$ cat config.mk
export PLATFORM = sky130hd
export DESIGN_NAME = booth_dot_acc
export DESIGN_NICKNAME = d
export VERILOG_FILES = /design/src/rtl/booth_dot_acc.sv
export SDC_FILE = /design/constraint.sdc
export NUM_CORES = 1
export LEC_CHECK = 0
export ABC_AREA = 1
export CORE_MARGIN = 1.5
export CORE_UTILIZATION = 49
export DETAILED_ROUTE_END_ITERATION = 12
export PLACE_DENSITY = 0.86
export SLEW_MARGIN = 20
export SYNTH_ARGS = -nofsm -noshare
export SYNTH_HDL_FRONTEND = slang
export SYNTH_SLANG_ARGS = --single-unit
export TNS_END_PERCENT = 5
$ cat constraint.sdc
create_clock -name clk -period 2.7 [get_ports clk]
set_input_delay 0.54 -clock clk [delete_from_list [all_inputs] [get_ports clk]]
set_output_delay 0.54 -clock clk [all_outputs]
set_load 0.01 [all_outputs]
$ cat src/rtl/booth_dot_acc.sv
// booth_dot_acc
// Accumulates the signed products coming out of a Booth multiplier into a
// dot-product sum. A product is taken on each rising edge of the
// multiplier's ready level. After N_TERMS products the sum is offered on a
// valid/ready result port. While the sum is pending, stall tells the operand
// issuer to hold off.
//
// Parameters
//   BIT_LEN   multiplier operand width (products are 2*BIT_LEN bits, signed)
//   ACC_LEN   accumulator width, at least 2*BIT_LEN
//   N_TERMS   products per result, at least 1
// Ports
//   clk        rising-edge clock
//   rstn       asynchronous active-low reset
//   clr        synchronous batch abort; drops the partial sum, any pending
//              result and a product detected in the same cycle
//   prod       product from the multiplier
//   prod_r     multiplier ready level; its rising edge marks a new product
//   acc_ready  downstream accepts the result
//   acc_out    registered accumulator value
//   acc_valid  result pending
//   ovf        sticky signed overflow within the current batch
//   lost       sticky: a product arrived while a result was pending
//   stall      upstream must not start a new multiplication
//   term_cnt   products accepted in the current batch (holds N_TERMS-1
//              while a result is pending)
module booth_dot_acc #(
    parameter int BIT_LEN = 4,
    parameter int ACC_LEN = 10,
    parameter int N_TERMS = 4,
    localparam int CW = (N_TERMS > 1) ? $clog2(N_TERMS) : 1
) (
    input  logic                   clk,
    input  logic                   rstn,
    input  logic                   clr,
    input  logic [2*BIT_LEN-1:0]   prod,
    input  logic                   prod_r,
    input  logic                   acc_ready,
    output logic [ACC_LEN-1:0]     acc_out,
    output logic                   acc_valid,
    output logic                   ovf,
    output logic                   lost,
    output logic                   stall,
    output logic [CW-1:0]          term_cnt
);

    typedef enum logic {
        ST_ACCUM = 1'b0,
        ST_HOLD  = 1'b1
    } state_t;

    // Signed overflow of a two's complement addition, judged from sign bits.
    function automatic logic add_ovf(input logic a_msb, input logic b_msb,
                                     input logic s_msb);
        return (a_msb == b_msb) && (s_msb != a_msb);
    endfunction

    state_t             state_r;
    state_t             state_s;
    logic [ACC_LEN-1:0] acc_r;
    logic [ACC_LEN-1:0] acc_s;
    logic [CW-1:0]      cnt_r;
    logic [CW-1:0]      cnt_s;
    logic               ovf_r;
    logic               ovf_s;
    logic               lost_r;
    logic               lost_s;
    logic               prod_r_q_r;

    logic               det_s;
    logic [ACC_LEN-1:0] prod_ext_s;
    logic [ACC_LEN-1:0] base_acc_s;
    logic [CW-1:0]      base_cnt_s;
    logic               base_ovf_s;
    logic [ACC_LEN-1:0] sum_s;
    logic               last_s;
    logic               add_ovf_s;

    assign det_s      = prod_r & ~prod_r_q_r;
    assign prod_ext_s = ACC_LEN'($signed(prod));

    // Starting point for an accepted product: the running batch in ACCUM, or
    // an empty batch when a product rides on the handshake out of HOLD.
    always_comb begin
        base_acc_s = acc_r;
        base_cnt_s = cnt_r;
        base_ovf_s = ovf_r;
        if (state_r == ST_HOLD) begin
            base_acc_s = {ACC_LEN{1'b0}};
            base_cnt_s = {CW{1'b0}};
            base_ovf_s = 1'b0;
        end else begin
            base_acc_s = acc_r;
            base_cnt_s = cnt_r;
            base_ovf_s = ovf_r;
        end
    end

    assign sum_s     = base_acc_s + prod_ext_s;
    assign add_ovf_s = add_ovf(base_acc_s[ACC_LEN-1], prod_ext_s[ACC_LEN-1],
                               sum_s[ACC_LEN-1]);
    // The product being accepted is the last one of its batch.
    assign last_s    = (base_cnt_s == CW'(N_TERMS - 1));

    // Next-state and next-datapath decision.
    always_comb begin
        state_s = state_r;
        acc_s   = acc_r;
        cnt_s   = cnt_r;
        ovf_s   = ovf_r;
        lost_s  = lost_r;
        if (clr) begin
            state_s = ST_ACCUM;
            acc_s   = {ACC_LEN{1'b0}};
            cnt_s   = {CW{1'b0}};
            ovf_s   = 1'b0;
            lost_s  = 1'b0;
        end else begin
            case (state_r)
                ST_ACCUM: begin
                    if (det_s) begin
                        acc_s = sum_s;
                        ovf_s = base_ovf_s | add_ovf_s;
                        if (last_s) begin
                            // count saturates at N_TERMS-1 while held
                            state_s = ST_HOLD;
                            cnt_s   = base_cnt_s;
                        end else begin
                            state_s = ST_ACCUM;
                            cnt_s   = base_cnt_s + CW'(1);
                        end
                    end else begin
                        state_s = ST_ACCUM;
                    end
                end
                ST_HOLD: begin
                    if (acc_ready) begin
                        if (det_s) begin
                            // product becomes the first term of a new batch
                            acc_s = sum_s;
                            ovf_s = base_ovf_s | add_ovf_s;
                            if (last_s) begin
                                state_s = ST_HOLD;
                                cnt_s   = base_cnt_s;
                            end else begin
                                state_s = ST_ACCUM;
                                cnt_s   = base_cnt_s + CW'(1);
                            end
                        end else begin
                            state_s = ST_ACCUM;
                            acc_s   = {ACC_LEN{1'b0}};
                            cnt_s   = {CW{1'b0}};
                            ovf_s   = 1'b0;
                        end
                    end else if (det_s) begin
                        lost_s = 1'b1;
                    end else begin
                        state_s = ST_HOLD;
                    end
                end
                default: begin
                    state_s = ST_ACCUM;
                    acc_s   = {ACC_LEN{1'b0}};
                    cnt_s   = {CW{1'b0}};
                    ovf_s   = 1'b0;
                end
            endcase
        end
    end

    // State and datapath registers.
    always_ff @(posedge clk or negedge rstn) begin
        if (!rstn) begin
            state_r <= ST_ACCUM;
            acc_r   <= {ACC_LEN{1'b0}};
            cnt_r   <= {CW{1'b0}};
            ovf_r   <= 1'b0;
            lost_r  <= 1'b0;
        end else begin
            state_r <= state_s;
            acc_r   <= acc_s;
            cnt_r   <= cnt_s;
            ovf_r   <= ovf_s;
            lost_r  <= lost_s;
        end
    end

    // Delayed ready level for edge detection; resets high so a level already
    // present when reset releases is not mistaken for a new product.
    always_ff @(posedge clk or negedge rstn) begin
        if (!rstn) begin
            prod_r_q_r <= 1'b1;
        end else begin
            prod_r_q_r <= prod_r;
        end
    end

    assign acc_out   = acc_r;
    assign acc_valid = (state_r == ST_HOLD);
    assign stall     = (state_r == ST_HOLD);
    assign ovf       = ovf_r;
    assign lost      = lost_r;
    assign term_cnt  = cnt_r;

endmodule

### Word-level counts from Yosys, hierarchy flattened

Index checks and enable logic that the tools add are counted.

* flip-flop bits (word level): 16
* input port bits: 13
* output and inout bits: 16
* word-level logic and storage cells: 51

* add/subtract/negate cells: 2
* equality and inequality tests: 6
* multiplexer cells: 28
* bitwise operators: 4
* reduce and logical (&&, ||, !) cells: 5

Operator list (number)
* $mux W10: 5
* $pmux W10 S2: 1
* $mux W1: 13
* $mux W2: 6
* $add A10 B10 Y10: 1
* $ne A3 B3 Y1 const B: 2
* $pmux W1 S2: 2
* $pmux W2 S2: 1
* $reduce_bool A2 Y1: 2
* $reduce_and A3 Y1: 1
* $add A2 B1 Y2 const B: 1
* $eq A2 B2 Y1 const B: 1
* $ne A2 B2 Y1 const B: 1
* $not A1 Y1: 2
* $reduce_and A2 Y1: 1
* $and A1 B1 Y1: 1
* $eq A1 B1 Y1: 1
* $logic_and A1 B1 Y1: 1
* $ne A1 B1 Y1: 1
* $or A1 B1 Y1: 1

### Logic depth before layout (Yosys ltp)

* word-level depth: 9
* gate-level depth with buffers: 13
* mapped depth without buffers: 13

### Worst setup path after synthesis

No wires, ideal clock.

* path type: reg2reg
* from: register state_r (netlist: acc_valid)
* to: register acc_r[6] (netlist: acc_out[6])
* setup time: 124 ps
* arrival: 1911 ps
* data required time: 2576 ps
* slack: 664 ps
* cell stages (with the launch flop): 11
* buffers on the path: 1
* period minus slack after synthesis: 2036 ps
* cell sequence: dfrtp_1 > clkbuf_1 > nor2_1 > ha_1 > inv_1 > fa_1 > nand3b_1 > a21oi_1 > o21ai_0 > nand2_1 > o21ai_1

* cells in the longest elaborated chain, start to end: 6
* elaborated cells on any way between the ends: 11
* those cells by class: 1 x add/sub; 2 x eq/ne; 6 x mux; 1 x bitwise; 1 x reduce/logical

Ends and longest elaborated chain
* start: declaration: RTL line 58 `state_t state_r;`
* start signal: assignment: RTL line 180 `state_r <= state_s;`
* $mux W10: RTL line 88 `if (state_r == ST_HOLD) begin`
* $add A10 B10 Y10: RTL line 99 `assign sum_s = base_acc_s + prod_ext_s;`
* $mux W10: RTL line 138 `if (det_s) begin`
* $mux W10: RTL line 137 `if (acc_ready) begin`
* $pmux W10 S2: RTL line 119 `case (state_r)`
* $mux W10: RTL line 112 `if (clr) begin`
* end signal: assignment: RTL line 175 `acc_r <= {ACC_LEN{1'b0}};`
* end signal: assignment: RTL line 181 `acc_r <= acc_s;`
* end: declaration: RTL line 60 `logic [ACC_LEN-1:0] acc_r;`

Parallel ways exist; a longest one is shown, timed or not. The select of a mux whose other input is x is not followed.
A chain may end at the register's enable or synchronous reset.

### Worst setup path in the final report

* from: register state_r (netlist: acc_valid)
* to: register acc_r[8] (netlist: acc_out[8])

Same word-level chain as after synthesis.

==> impl_metrics.csv <==
group,metric,value,unit
power,leakagePower,0.763,nW
sta,setup_violations,0,
layout,final_util,67.9,%
detailed_routing,routedWlPerCell,12.8,µm
hold_path,min_path_type,"flop to flop",
power,clockPowerShare,25.3,%
sta,tns,0,ns
critical_path,arrival,2.40,ns
layout,syn2layout_area_growth,28.6,%
run_status,status,"finished, final reports clean",
power,p_int,0.433,mW
synthesis,ys_warn_count,0,
power,ir_drop,0.226,mV
layout,most-common-layout-cells,"46 x nand2_1, 29 x inv_1, 28 x clkdlybuf4s50_1",
detailed_routing,first_pass_iters,4,
detailed_routing,viasPerCell,5.43,
sta,fin_skew,0.00636,ns
layout,multi_input_area,653,µm²
synthesis,avgSynthCellArea,6.96,µm²
cts,clock-sinks,16,
layout,drive_gt1_share,6.97,%
critical_path,required,2.88,ns
cts,htreeDepth,1,
sta,final.period_utilization,82.0,%
power,p_seq_share,41.3,%
synthesis,synth_nets,194,
global_route,grt_pass1_vias,1205,
place,gp_congestion,0.922,
power,switching_power,0.214,mW
floorplan,row_count,17,
detailed_routing,drtIter0Drc,40,
cts,root_buffer,"clkbuf_4",
place,dp_slack,0.279,ns
synthesis,synth.yosys.seq_area_share,33.8,%
floorplan,core_area,0.00225,mm²
synthesis,syn-cell-area,0.00119,mm²
cts,cts_inserted_buffers,3,
cts,clk_latency,0.29,ns
cts,path_clk_slew,0.10,ns
synthesis,yosysUniqueCellTypes,26,
detailed_routing,route.detailed.drc,0,
critical_path,worstSetupPathType,"flop to flop",
power,p_sw_share,33.1,%
layout,fillers,206,
layout,final_common_cell,"nand2_1",
detailed_routing,via_count,1244,
detailed_routing,routed_wl,2940,µm
cts,postCtsSetupRepairBufs,0,
global_route,antenna_found_initial,0,
synthesis,yosys.area.top_type_share,31.5,%
cts,hold_buffers,0,
synthesis,synthTopCellsByArea,"dfrtp_1 32%, nand2_1 15%, ha_1 9.5%, inv_1 9.1%, nor2_1 5.7%",
sta,hold_violations,0,
global_route,grt_usage,24.4,%
floorplan,start_util,52.8,%
detailed_routing,antenna_left,0,
layout,n_antenna_cell,0,
global_route,grt_max_degree,17,
power,power_frac_comb,33.4,%
global_route,grt_pass1_wl,4890,µm
floorplan,die_x,52.3,µm
sta,slew_violations,0,
place,dpl.hpwl,2230,µm
sta,post-route-min-period,2.21,ns
sta,max_freq,452,MHz
flow_run,maxCapViolations,0,
floorplan,ios,29,
sta,timing.final.ws_setup,0.486,ns
floorplan,die_h,52.3,µm
synthesis,synth_top_area_cell,"dfrtp_1",
sta,slew_headroom,50.3,%
sta,worstMarginPinSlew,0.743,ns
power,power.total,0.648,mW
cts,cts_resized,0,
floorplan,die-area,0.00273,mm²
layout,seq_area,402,µm²
sta,rsz0062_at_grt,"no",
critical_path,cp_max_fo,14,
synthesis,ys_seq_elements,16,
synthesis,syn_inst,171,
global_route,grt-ovfl-total,0,
cts,cts_tree,"yes",
power,power.density,423,mW/mm²
layout,final_nets,225,
place,port_buffers,28,
cts,clk_path_buf_depth,2,
critical_path,cp-end-kind,"flop",
critical_path,critPathLaunchType,"flop",
==> state kept, by name, indices dropped and copies added, names as in the netlist <==
register and flops:
acc_valid 1, ovf 1, prod_r_q_r 1, term_cnt 2
lost 1, acc_out 10
==> path summary, 6_finish.rpt <==
path / start / endpoint / slack, ns / depth (start not counted)
max: acc_valid / acc_out[8] / 0.49 / 11
min: ovf / ovf / 0.52 / 2
max reg2reg: acc_valid / acc_out[8] / 0.49 / 11
min reg2reg: ovf / ovf / 0.52 / 2
max in group asynchronous: rstn / acc_out[0] / 1.55 / 1
min in group asynchronous: rstn / acc_out[5] / 0.67 / 1
==> per-stage QoR <==
stage,cells,instance area (µm²),hold slack [ns]
after floorplan,171,1190,0.244
after global placement,225,1490,0.491
final,229,1530,0.520
after detailed placement,225,1490,0.501
after CTS,229,1530,0.526
after global routing,229,1530,0.557
==> layout make-up <==
cell class	instances	share of cell area, %
multi-input combinational	120	42.7
sequential	16	26.2
timing repair buffer	28	18.3
inverter	33	8.09
clock buffer	4	2.37
tap	28	2.29
==> critical path, stage by stage, from the launching register on <==
cell	delay (ns)
dfrtp_1	0.59
nor2_1	0.20
ha_1	0.21
inv_1	0.07
fa_1	0.39
nand3b_1	0.20
nand2_1	0.13
nand2_1	0.07
nand2_1	0.08
nand2_1	0.05
nand2_1	0.05
o21ai_1	0.07
==> power by group through the flow <==
stage	clock [mW]	combinational [mW]	sequential, mW
floorplan	0	0.123	0.278
global placement	0	0.205	0.271
detailed placement	0	0.212	0.273
CTS	0.166	0.215	0.268
global route	0.171	0.242	0.270
finish	0.164	0.216	0.268
==> cells by family (layout without fill, tap and decap cells) <==
group           after synthesis  in the layout  share of synthesized area (%)
buf+inv                      35             65                           11.4
xor+xnor                      1              1                          0.736
flops                        16             16                           33.8
simple gates                 83             83                           30.4
fa+ha+maj                    10             10                           11.1
compound gates               26             26                           12.6
==> Yosys cell counts <==
master    number
nand3_1        9
o21bai_1       2
o31ai_1        2
nor2_4         2
dfstp_2        1
nor2_2         1
ha_1           9
nor2_1        18
dfrtp_1       15
o22ai_1        5
buf_4          1
fa_1           1
nand2_1       46
or2_1          1
nand3b_1       1
a21oi_1        8
xor2_1         1
clkbuf_1       1
o21ai_0        4
o21ai_1        4
nand4_1        2
inv_1         29
o21ai_2        1
inv_2          4
nor3_1         2
nand2_4        1
==> metal layers <==
| metal | part of all wire [%] | up-vias | global-route usage [%] |
|---|---|---|---|
| met5 | 0 | - | 0 |
| met4 | 4.6 | 0 | 14.5 |
| met3 | 6.8 | 21 | 4.29 |
| met2 | 47 | 61 | 41.3 |
| met1 | 42 | 556 | 28.4 |
| li1 | - | 606 | - |
Note: power is estimated with default switching activity, not from simulation.
